==> src/rtl/muldiv_sequencer.sv <==
// muldiv_sequencer: iterative multiply/divide unit beside the execute-stage ALU.
// Radix-2 shift/add multiply, restoring shift/subtract divide, one bit per cycle,
// with the 2*WIDTH result held in HI/LO.
//
// Ports:
//   clock, reset              rising-edge clock, synchronous active-high reset
//   start, op, operand1/2     request (op: 0 MULTU, 1 MULT, 2 DIVU, 3 DIV)
//   readHiLo                  execute stage reads HI/LO this cycle
//   writeHi, writeLo, writeData  move-to HI/LO, honoured only when idle
//   flush                     abort any in-flight operation
//   busy, done, stall         status toward the pipeline
//   hi, lo                    result registers
//
// Optional feature: define MULDIV_EARLY_OUT_EN to let multiplies leave RUN as
// soon as the remaining multiplier bits are all zero.
module muldiv_sequencer #(
    parameter int WIDTH = 32
) (
    input  logic             clock,
    input  logic             reset,
    input  logic             start,
    input  logic [1:0]       op,
    input  logic [WIDTH-1:0] operand1,
    input  logic [WIDTH-1:0] operand2,
    input  logic             readHiLo,
    input  logic             writeHi,
    input  logic             writeLo,
    input  logic [WIDTH-1:0] writeData,
    input  logic             flush,
    output logic             busy,
    output logic             done,
    output logic             stall,
    output logic [WIDTH-1:0] hi,
    output logic [WIDTH-1:0] lo
);
    localparam int CW = $clog2(WIDTH);

    typedef enum logic [1:0] {IDLE, RUN, FIX} state_t;

    state_t             state_q, state_d;
    logic [CW-1:0]      counter_q, counter_d;
    logic [2*WIDTH-1:0] acc_q, acc_d;      // mul: {partial, multiplier}; div: {rem, dividend/quotient}
    logic [WIDTH-1:0]   dvsr_q, dvsr_d;    // multiplicand or divisor magnitude
    logic               is_div_q, is_div_d;
    logic               sign_a_q, sign_a_d;
    logic               sign_b_q, sign_b_d;
    logic [WIDTH-1:0]   hi_q, hi_d, lo_q, lo_d;
    logic               busy_q, busy_d;
    logic               done_q, done_d;

    // operand magnitudes for a new request
    logic               req_sa, req_sb;
    logic [WIDTH-1:0]   mag1, mag2;

    // one iteration of each datapath
    logic [WIDTH:0]     mul_sum;
    logic [2*WIDTH-1:0] mul_next;
    logic [WIDTH:0]     div_tmp, div_diff;
    logic               div_borrow;
    logic [2*WIDTH-1:0] div_next, iter_next;

    // sign fix-up
    logic [2*WIDTH-1:0] prod_mag;
    logic [WIDTH-1:0]   quo_mag, rem_mag;

`ifdef MULDIV_EARLY_OUT_EN
    logic [WIDTH-1:0]   low_mask;
    logic               mul_rest_zero;
`endif

    always_comb begin
        req_sa = op[0] & operand1[WIDTH-1];
        req_sb = op[0] & operand2[WIDTH-1];
        mag1   = req_sa ? -operand1 : operand1;
        mag2   = req_sb ? -operand2 : operand2;

        mul_sum  = {1'b0, acc_q[2*WIDTH-1:WIDTH]} + (acc_q[0] ? {1'b0, dvsr_q} : '0);
        mul_next = {mul_sum, acc_q[WIDTH-1:1]};

        div_tmp    = {acc_q[2*WIDTH-1:WIDTH], acc_q[WIDTH-1]};
        div_diff   = div_tmp - {1'b0, dvsr_q};
        div_borrow = div_tmp < {1'b0, dvsr_q};
        div_next   = {(div_borrow ? div_tmp[WIDTH-1:0] : div_diff[WIDTH-1:0]),
                      acc_q[WIDTH-2:0], ~div_borrow};
        iter_next  = is_div_q ? div_next : mul_next;

`ifdef MULDIV_EARLY_OUT_EN
        // after the iteration at count c, the low c bits still hold unused multiplier bits
        low_mask      = ~({WIDTH{1'b1}} << counter_q);
        mul_rest_zero = (mul_next[WIDTH-1:0] & low_mask) == '0;
        // an early exit leaves counter_q at the number of shifts still owed
        prod_mag      = acc_q >> counter_q;
`else
        prod_mag      = acc_q;
`endif
        quo_mag = acc_q[WIDTH-1:0];
        rem_mag = acc_q[2*WIDTH-1:WIDTH];
    end

    always_comb begin
        state_d   = state_q;
        counter_d = counter_q;
        acc_d     = acc_q;
        dvsr_d    = dvsr_q;
        is_div_d  = is_div_q;
        sign_a_d  = sign_a_q;
        sign_b_d  = sign_b_q;
        hi_d      = hi_q;
        lo_d      = lo_q;
        done_d    = 1'b0;

        if (flush) begin
            state_d = IDLE;
        end else begin
            case (state_q)
                IDLE: begin
                    if (start) begin
                        state_d   = RUN;
                        counter_d = CW'(WIDTH - 1);
                        is_div_d  = op[1];
                        sign_a_d  = req_sa;
                        sign_b_d  = req_sb;
                        acc_d     = {{WIDTH{1'b0}}, (op[1] ? mag1 : mag2)};
                        dvsr_d    = op[1] ? mag2 : mag1;
                    end else begin
                        if (writeHi) hi_d = writeData;
                        if (writeLo) lo_d = writeData;
                    end
                end
                RUN: begin
                    acc_d = iter_next;
                    if (counter_q == '0) begin
                        state_d = FIX;
`ifdef MULDIV_EARLY_OUT_EN
                    end else if (!is_div_q && mul_rest_zero) begin
                        state_d = FIX;
`endif
                    end else begin
                        counter_d = counter_q - 1'b1;
                    end
                end
                FIX: begin
                    state_d   = IDLE;
                    counter_d = '0;
                    done_d    = 1'b1;
                    if (is_div_q) begin
                        // with a zero divisor no subtract ever borrows, so the remainder
                        // ends up as the dividend magnitude and signs back to the original
                        hi_d = sign_a_q ? -rem_mag : rem_mag;
                        lo_d = (dvsr_q == '0) ? '1 :
                               ((sign_a_q ^ sign_b_q) ? -quo_mag : quo_mag);
                    end else begin
                        {hi_d, lo_d} = (sign_a_q ^ sign_b_q) ? -prod_mag : prod_mag;
                    end
                end
                default: state_d = IDLE;
            endcase
        end

        busy_d = (state_d != IDLE);
    end

    always_ff @(posedge clock) begin
        if (reset) begin
            state_q   <= IDLE;
            counter_q <= '0;
            acc_q     <= '0;
            dvsr_q    <= '0;
            is_div_q  <= 1'b0;
            sign_a_q  <= 1'b0;
            sign_b_q  <= 1'b0;
            hi_q      <= '0;
            lo_q      <= '0;
            busy_q    <= 1'b0;
            done_q    <= 1'b0;
        end else begin
            state_q   <= state_d;
            counter_q <= counter_d;
            acc_q     <= acc_d;
            dvsr_q    <= dvsr_d;
            is_div_q  <= is_div_d;
            sign_a_q  <= sign_a_d;
            sign_b_q  <= sign_b_d;
            hi_q      <= hi_d;
            lo_q      <= lo_d;
            busy_q    <= busy_d;
            done_q    <= done_d;
        end
    end

    assign busy  = busy_q;
    assign done  = done_q;
    assign hi    = hi_q;
    assign lo    = lo_q;
    assign stall = busy_q & (start | readHiLo | writeHi | writeLo);

endmodule

==> config.mk <==
export PLATFORM = sky130hd
export DESIGN_NAME = muldiv_sequencer
export DESIGN_NICKNAME = d
export VERILOG_FILES = /design/src/rtl/muldiv_sequencer.sv
export SDC_FILE = /design/constraint.sdc
export NUM_CORES = 1
export LEC_CHECK = 0
export CORE_MARGIN = 2
export CORE_UTILIZATION = 50
export CTS_CLUSTER_DIAMETER = 200
export DETAILED_ROUTE_END_ITERATION = 10
export PLACE_DENSITY = 0.84
export SLEW_MARGIN = 10
export SYNTH_ARGS = -nofsm -noshare
export SYNTH_HDL_FRONTEND = slang
export SYNTH_SLANG_ARGS = --single-unit
==> constraint.sdc <==
create_clock -name clock -period 5.75 [get_ports clock]
set_input_delay 1.725 -clock clock [delete_from_list [all_inputs] [get_ports clock]]
set_output_delay 1.725 -clock clock [all_outputs]
set_load 0.03 [all_outputs]
==> results of run 1 <==
-- stage by stage --
stage                     setup slack (ns)  power (mW)  cells  hold WS, ns  utilization, %
after floorplan                       1.76        1.99   1975        0.445               -
after global placement               0.730        2.29   2428        0.434            57.4
after detailed placement             0.726        2.32   2428        0.441            57.4
after CTS                            0.723        3.58   2460        0.459            59.6
after global routing                 0.682        3.74   2460        0.481            59.6
final                                0.719        3.61   2460        0.458            59.6
-- synthesized netlist by cell type (23+ instances only) --
cell        n
mux2i_1    77
a21o_1     35
a21oi_1   171
nor3_1     49
nand2_1   152
o31ai_1    27
a211oi_1   72
nor2_1    280
xor2_1     78
o211ai_1   23
xnor2_1    94
dfxtp_1   172
ha_1       70
o21ai_0   125
inv_1      71
clkbuf_1   97
-- metal layers --
layer | global-route usage [%] | up-vias | share of wire, %
li1 | - | 7371 | -
met1 | 43.9 | 7331 | 42
met2 | 50.3 | 989 | 44
met3 | 4.57 | 151 | 9.5
met4 | 14.8 | 0 | 4.5
met5 | 0 | - | 0
-- worst max-delay path, stage by stage --
cell and delay (ns):
clkdlybuf4s50_1 0.53, o41a_1 0.46, clkdlybuf4s50_1 0.59
-- logic make-up (layout without fill, tap and decap cells) --
kind of cell,after synthesis,count (layout),synth area share [%]
compound gates,631,631,28.2
xor+xnor,172,172,10.3
fa+ha+maj,72,72,6.25
buf+inv,197,298,5.42
flops,172,172,23.5
mux,85,85,5.88
simple gates,646,646,20.5
-- sequential cells by signal (all words and copies together) (netlist names) --
name,count
sign_b_q,1
busy,1
is_div_q,1
counter_q,5
state_q,2
acc_q,64
done,1
dvsr_q,32
sign_a_q,1
lo,32
hi,32
-- worst max path at each step --
stage | startpoint | endpoint | cells past startpoint
3_3_place_gp | start | stall | 3
5_1_grt | start | stall | 3
4_1_cts | start | stall | 3
3_5_place_dp | start | stall | 3
6_report | start | stall | 3
2_1_floorplan | start | stall | 1
-- cell type report --
| cell class | instances | area, µm² |
|---|---|---|
| clock buffer | 17 | 425 |
| clock inverter | 15 | 220 |
| fill | 2569 | 11600 |
| inverter | 74 | 278 |
| multi-input combinational | 1606 | 10500 |
| sequential | 172 | 3440 |
| tap | 384 | 480 |
| timing repair buffer | 192 | 1860 |
-- power by group through the flow --
stage	combinational, mW	clock (mW)	sequential, mW
2_1_floorplan	0.636	0	1.35
3_5_place_dp	0.972	0	1.35
4_1_cts	0.981	1.28	1.32
5_1_grt	1.08	1.33	1.33
3_3_place_gp	0.950	0	1.34
6_report	1.00	1.28	1.33
==> summary.md, run 1 <==
| Metric | Value |
|---|---|
| Status | `finished clean` |
| Required @ worst endpoint | `4.03 ns` |
| LEAKAGE | `6.60 nW` |
| Sw frac | `35.6%` |
| Design area | `0.0172 mm²` |
| Final Setup Violations | `0` |
| Worst Path Arrival | `3.31 ns` |
| Gate power share | `27.8%` |
| Worst R2R End | `acc_q[56]` |
| Post-CTS Hold Buffers | `0` |
| Gr ovfl total | `0` |
| Final Cycle Share | `87.5%` |
| All-layer global routing usage | `32.2%` |
| CP startpoint kind | `input port` |
| Iter 0 DRT Violations | `1,913` |
| Synth Flop Type | `dfxtp_1` |
| Worst hold path startpoint | `hi[13]` |
| RSZ-0062 raised after global routing | `false` |
| Clock Latency Late Sink | `0.44 ns` |
| Avg Vias per Cell | `6.44` |
| DR WL/cell | `20.8 µm` |
| Antenna cells | `0` |
| Synthesized area | `0.0146 mm²` |
| # port buffers | `171` |
| Top-area cell type share of the netlist area | `23.5%` |
| Mapped Nets | `2,152` |
| Internal power | `2.32 mW` |
| Clock power share | `35.6%` |
| Initial core utilization | `50.9%` |
| Most frequent cells in the layout | `277 x nor2_1, 171 x a21oi_1, 171 x dfxtp_1` |
| Initial antenna violation count | `0` |
| Die X-Extent | `175 µm` |
| Largest area contributor in the netlist | `dfxtp_1` |
| Switch Pwr | `1.29 mW` |
| Hold path depth | `1` |
| Crit Reg-Reg Startpoint | `acc_q[0]` |
| Async set-reset flop share out of synthesis | `0%` |
| CP max FO | `6` |
| Setup TNS | `0 ns` |
| Placer congestion estimate | `0.975` |
| Synth Register Bits | `172` |
| CTS tree | `built` |
| Post-CTS setup buffer count | `0` |
| Die area | `0.0307 mm²` |
| Largest cells by area after synthesis | `dfxtp_1 24%, nor2_1 7.2%, ha_1 6.0%` |
| CTS H-Tree Depth | `4` |
| Share of cells above drive strength 1 | `5.39%` |
| Most common library cell in the layout ignoring fill and taps | `nor2_1` |
| Slew headroom | `19.4%` |
| Die Ht | `175 µm` |
| Worst Hold End | `hi[13]` |
| Clock transition at path regs | `0.08 ns` |
| Gates resized, CTS repair | `0` |
| Reg power frac | `36.7%` |
| VDD IR max | `214 µV` |
| Final Max Slew Viols | `0` |
| Fmax | `199 MHz` |
| DRC | `0` |
| Post-synth EDFFs | `0` |
| Worst Path Class, Setup | `in -> out` |
| CP Capture Type | `output pin` |
| Reg2Reg Setup Slack | `1.48 ns` |
| Largest net degree at the start of global routing | `65` |
| Worst-Margin Slew | `1.21 ns` |
| Cell Pwr Density | `210 mW/mm²` |
| Library cells used by synthesis | `86` |
| Max-Cap Viols | `0` |
| Synthesized instance count | `1,975` |
| Max clock buf depth | `2` |
| FP Rows | `62` |
| FF-to-FF path depth | `12` |
| Clock Tree Root | `clkbuf_16` |
| Placed Area | `0.0165 mm²` |
| Post-Syn Area per Cell | `7.41 µm²` |
| Area delta synth->final | `17.2%` |
| Drt first pass iters | `6` |
| Clock buffer count from CTS | `17` |
| First-pass GRT wire length | `78.8 mm` |
| Antenna Nets Post-Route | `0` |
| Minimum clock period | `5.03 ns` |
| # IOs | `172` |
| Vias in the first global route | `14,400` |
| Drt total wl | `51.1 mm` |
| Via Count | `15,800` |
| Sequential area share after synthesis | `23.5%` |
| Clk sinks | `172` |
| Nets | `2,240` |
| Min-Delay Path Class | `reg -> reg` |
| Final hold vios | `0` |
| Total core area | `0.0288 mm²` |
| Clk_skew | `0.0137 ns` |
| Syn. warnings | `0` |
| Detail Placement HPWL | `38.8 mm` |
Note: power is estimated with default switching activity, not from simulation.
==> run 2, diff against run 1 <==
--- a/config.mk
+++ b/config.mk
@@ -10,6 +10,7 @@
 export CTS_CLUSTER_DIAMETER = 200
 export DETAILED_ROUTE_END_ITERATION = 10
 export PLACE_DENSITY = 0.84
+export REMOVE_ABC_BUFFERS = 1
 export SLEW_MARGIN = 10
 export SYNTH_ARGS = -nofsm -noshare
 export SYNTH_HDL_FRONTEND = slang
==> run 2 against run 1 <==
Effect of this change: global-route usage is 0.41 points higher; clock power is 5% lower; register-to-register slack hardly changed; largest power group unchanged.
==> summary.md, run 2 (synthesized netlist as in run 1, its figures left out) <==
| Metric | Value |
|---|---|
| Status | `finished clean` |
| Post-CTS setup buffer count | `0` |
| Fmax | `201 MHz` |
| Clk sinks | `172` |
| Die X-Extent | `175 µm` |
| Die Ht | `175 µm` |
| Post-layout util | `59.6%` |
| Antenna cells | `0` |
| Biggest register | `acc_q` |
| CP Capture Type | `output pin` |
| Fillers | `2,617` |
| # port buffers | `171` |
| Nets | `2,243` |
| Most frequent CP cell | `clkdlybuf4s50_1` |
| Total core area | `0.0288 mm²` |
| Largest stage delay, worst path | `0.60 ns` |
| CP delay by family, top | `buffers and inverters` |
| Drt total wl | `51.6 mm` |
| Post-CTS Hold Buffers | `0` |
| Required @ worst endpoint | `4.03 ns` |
| RSZ-0062 raised after global routing | `false` |
| Gates resized, CTS repair | `0` |
| Final hold vios | `0` |
| Drt first pass iters | `6` |
| Slew headroom | `20.5%` |
| Minimum clock period | `4.97 ns` |
| Clock buffer count from CTS | `17` |
| Max clock buf depth | `2` |
| Hold_ws | `0.464 ns` |
| Most frequent cells in the layout | `277 x nor2_1, 171 x a21oi_1, 171 x dfxtp_1` |
| Gr ovfl total | `0` |
| Final Max Slew Viols | `0` |
| Final Cycle Share | `86.4%` |
| Worst-Margin Slew | `1.19 ns` |
| Die area | `0.0307 mm²` |
| Final Setup Violations | `0` |
| Iter 0 DRT Violations | `1,943` |
| Initial core utilization | `50.9%` |
| # IOs | `172` |
| Vias in the first global route | `14,600` |
| Clock Tree Root | `clkbuf_16` |
| Antenna Nets Post-Route | `0` |
| DR WL/cell | `21.0 µm` |
| FP Rows | `62` |
| DRC | `0` |
| All-layer global routing usage | `32.6%` |
| Initial antenna violation count | `0` |
| Placer congestion estimate | `0.968` |
| Worst-path cell chain | `clkdlybuf4s50_1 -> o41a_1 -> clkdlybuf4s50_1` |
| CTS H-Tree Depth | `4` |
| Design area | `0.0171 mm²` |
| Clock transition at path regs | `0.08 ns` |
| LEAKAGE | `6.60 nW` |
| Most common library cell in the layout ignoring fill and taps | `nor2_1` |
| Avg Vias per Cell | `6.48` |
| Via Count | `16,000` |
| Placed Area | `0.0165 mm²` |
| Worst Path Arrival | `3.24 ns` |
| Largest net degree at the start of global routing | `64` |
| First-pass GRT wire length | `79.8 mm` |
| Clk_skew | `0.0171 ns` |
| CP startpoint kind | `input port` |
| CP Buf/Inv Count | `2` |
| CP max FO | `6` |
| Min-Delay Path Class | `reg -> reg` |
| Max-Cap Viols | `0` |
| Share of cells above drive strength 1 | `5.48%` |
| Cell Pwr Density | `206 mW/mm²` |
| Largest register FFs | `64` |
| Area delta synth->final | `17.1%` |
| Crit-path slowest cell | `clkdlybuf4s50_1` |
| Clock Latency Late Sink | `0.46 ns` |
| CTS tree | `built` |
| Detail Placement HPWL | `39.0 mm` |
| VDD IR max | `231 µV` |
| Setup TNS | `0 ns` |
| Worst Path Class, Setup | `in -> out` |
==> run 2: final cells by class <==
cell class | count | area [µm²] | area share [%]
clock buffers | 17 | 425 | 2.48
multi-input cells | 1606 | 10400 | 60.9
well taps | 384 | 480 | 2.80
repair buffers | 195 | 1880 | 11.0
clock inverters | 15 | 183 | 1.07
inverters | 74 | 278 | 1.62
flip-flops and latches | 172 | 3440 | 20.1
==> run 2: final timing paths <==
path | startpoint | end | slack, ns | cells past startpoint
setup / recovery | start | stall | 0.78 | 3
hold / removal | hi[2] | hi[2] | 0.46 | 1
setup reg to reg | acc_q[32] | acc_q[44] | 1.48 | 11
hold reg to reg | hi[2] | hi[2] | 0.46 | 1
==> run 2: per-layer routing <==
layer  share of wire, %  vias up  GRT usage (%)
li1                   -     7374              -
met1                 42     7525           44.5
met2                 44      933           49.9
met3                 10      133           6.03
met4                4.5        0           14.8
met5                  0        -              0
==> run 2: stage by stage <==
stage	power, mW	cells	worst slack (ns)
after floorplan	1.95	1852	1.33
after global placement	2.29	2431	0.753
after detailed placement	2.31	2431	0.770
after CTS	3.51	2463	0.770
after global routing	3.66	2463	0.720
final	3.54	2463	0.780
==> run 2: power breakdown <==
group | switching (mW) | internal [mW] | total [mW]
sequential | 0.0885 | 1.25 | 1.34
combinational | 0.583 | 0.399 | 0.983
clock | 0.623 | 0.595 | 1.22
total | 1.29 | 2.24 | 3.54
==> run 3, diff against run 2 <==
--- a/config.mk
+++ b/config.mk
@@ -5,9 +5,9 @@
 export SDC_FILE = /design/constraint.sdc
 export NUM_CORES = 1
 export LEC_CHECK = 0
-export CORE_MARGIN = 2
 export CORE_UTILIZATION = 50
 export CTS_CLUSTER_DIAMETER = 200
+export CTS_CLUSTER_SIZE = 14
 export DETAILED_ROUTE_END_ITERATION = 10
 export PLACE_DENSITY = 0.84
 export REMOVE_ABC_BUFFERS = 1
==> run 3 against run 2 <==
Effect of this change: combinational power barely moved; sequential share of layout area barely moved; fmax fell by 0.13%; die area fell by 2.3%; cell area barely moved; core utilization barely moved; critical path depth did not move; critical path type unchanged; highest routed layer unchanged.
==> summary.md, run 3 (synthesized netlist as in run 1, its figures left out) <==
| Metric | Value |
|---|---|
| Post-CTS setup buffer count | `0` |
| Vias in the first global route | `14,800` |
| VDD IR max | `217 µV` |
| Initial antenna violation count | `0` |
| Die X-Extent | `173 µm` |
| CP Buf/Inv Count | `2` |
| Drt total wl | `51.1 mm` |
| Largest net degree at the start of global routing | `65` |
| Fmax | `201 MHz` |
| Worst-path cell chain | `clkdlybuf4s50_1 -> o41a_1 -> clkdlybuf4s50_1` |
| Iter 0 DRT Violations | `2,235` |
| CTS tree | `built` |
| Min-Delay Path Class | `reg -> reg` |
| Largest stage delay, worst path | `0.60 ns` |
| First-pass GRT wire length | `79.8 mm` |
| Worst-Margin Slew | `1.17 ns` |
| CP delay by family, top | `buffers and inverters` |
| Die Ht | `173 µm` |
| Minimum clock period | `4.98 ns` |
| Max clock buf depth | `2` |
| Drt first pass iters | `9` |
| FP Rows | `62` |
| Gr ovfl total | `0` |
| Clock buffer count from CTS | `17` |
| LEAKAGE | `6.60 nW` |
| Biggest register | `acc_q` |
| Die area | `0.0300 mm²` |
| Cell Pwr Density | `205 mW/mm²` |
| Share of cells above drive strength 1 | `5.48%` |
| Most frequent cells in the layout | `277 x nor2_1, 171 x a21oi_1, 171 x dfxtp_1` |
| Avg Vias per Cell | `6.55` |
| Final Setup Violations | `0` |
| # IOs | `172` |
| CP startpoint kind | `input port` |
| Max-Cap Viols | `0` |
| Largest register FFs | `64` |
| Initial core utilization | `50.9%` |
| Slew headroom | `21.7%` |
| Final Cycle Share | `86.5%` |
| Gates resized, CTS repair | `0` |
| Setup TNS | `0 ns` |
| Fillers | `2,535` |
| Detail Placement HPWL | `38.5 mm` |
| Worst Path Arrival | `3.25 ns` |
| Status | `finished clean` |
| Required @ worst endpoint | `4.03 ns` |
| Tot Pwr | `3.51 mW` |
| Crit-path slowest cell | `clkdlybuf4s50_1` |
| DRC | `0` |
| Clk_skew | `0.0174 ns` |
| Final Max Slew Viols | `0` |
| Clock Tree Root | `clkbuf_16` |
| Via Count | `16,100` |
| Worst Path Class, Setup | `in -> out` |
| Post-CTS Hold Buffers | `0` |
| Final hold vios | `0` |
| Nets | `2,243` |
| Total core area | `0.0288 mm²` |
| Most frequent CP cell | `clkdlybuf4s50_1` |
| CTS H-Tree Depth | `4` |
| # port buffers | `171` |
| CP max FO | `6` |
| Clock transition at path regs | `0.07 ns` |
| Placer congestion estimate | `1.02` |
| Antenna Nets Post-Route | `0` |
| Area delta synth->final | `17.0%` |
| Antenna cells | `0` |
| RSZ-0062 raised after global routing | `false` |
| Most common library cell in the layout ignoring fill and taps | `nor2_1` |
| Clock Latency Late Sink | `0.46 ns` |
| Clk sinks | `172` |
| All-layer global routing usage | `33.0%` |
| CP Capture Type | `output pin` |
| DR WL/cell | `20.7 µm` |
-- run 3: cell types whose count changed in the layout (fill, tap and decap cells not counted) --
cell and change:
inv_12 -1, clkinv_4 -1, inv_6 +3, clkbuf_8 +1
inv_8 -2
-- run 3: area by class of cell --
cell class              count  area, µm²  area share (%)
clock buffers              18        439            2.56
clock inverters            14        161           0.942
inverters                  74        278            1.62
multi-input cells        1606      10400            61.0
flip-flops and latches    172       3440            20.1
well taps                 384        480            2.80
repair buffers            195       1880            11.0
-- run 3: metal layers --
| layer | global-route usage, % | share of wire, % | vias up |
|---|---|---|---|
| li1 | - | - | 7389 |
| met1 | 44.4 | 41 | 7545 |
| met2 | 51.3 | 44 | 1061 |
| met3 | 6.24 | 11 | 148 |
| met4 | 14.7 | 4.2 | 0 |
| met5 | 0 | 0 | - |
-- run 3: where the power goes --
group	switching, mW	leakage, nW	total, mW	internal (mW)
combinational	0.584	4.90	0.983	0.400
sequential	0.0896	1.40	1.34	1.25
clock	0.594	0.291	1.19	0.599
total	1.27	6.60	3.51	2.25
-- run 3: worst reg2reg max path: stages (launching register included) --
cell       delay [ns]
dfxtp_1          0.43
ha_1             0.44
and3_1           0.25
nand3_1          0.12
a2111oi_2        0.66
o311ai_1         0.32
o21a_1           0.33
o21ai_4          0.59
buf_4            0.45
mux2i_1          0.29
a21oi_1          0.10
a21o_1           0.19
-- run 3: path summary, 6_finish.rpt --
check / start / slack (ns) / cells after the start / to
worst max-delay path: start / 0.77 / 3 / stall
worst min-delay path: hi[3] / 0.46 / 1 / hi[3]
worst max register to register: acc_q[39] / 1.47 / 11 / acc_q[37]
worst min register to register: hi[3] / 0.46 / 1 / hi[3]
-- run 3: stage by stage --
step | setup slack, ns | std cells | utilization [%] | hold WS [ns] | area, µm²
2_1_floorplan | 1.33 | 1852 | - | 0.438 | 14100
6_report | 0.774 | 2463 | 59.5 | 0.456 | 17100
4_1_cts | 0.765 | 2463 | 59.5 | 0.459 | 17100
5_1_grt | 0.717 | 2463 | 59.5 | 0.477 | 17100
3_5_place_dp | 0.765 | 2431 | 57.5 | 0.443 | 16500
3_3_place_gp | 0.765 | 2431 | 57.5 | 0.436 | 16500
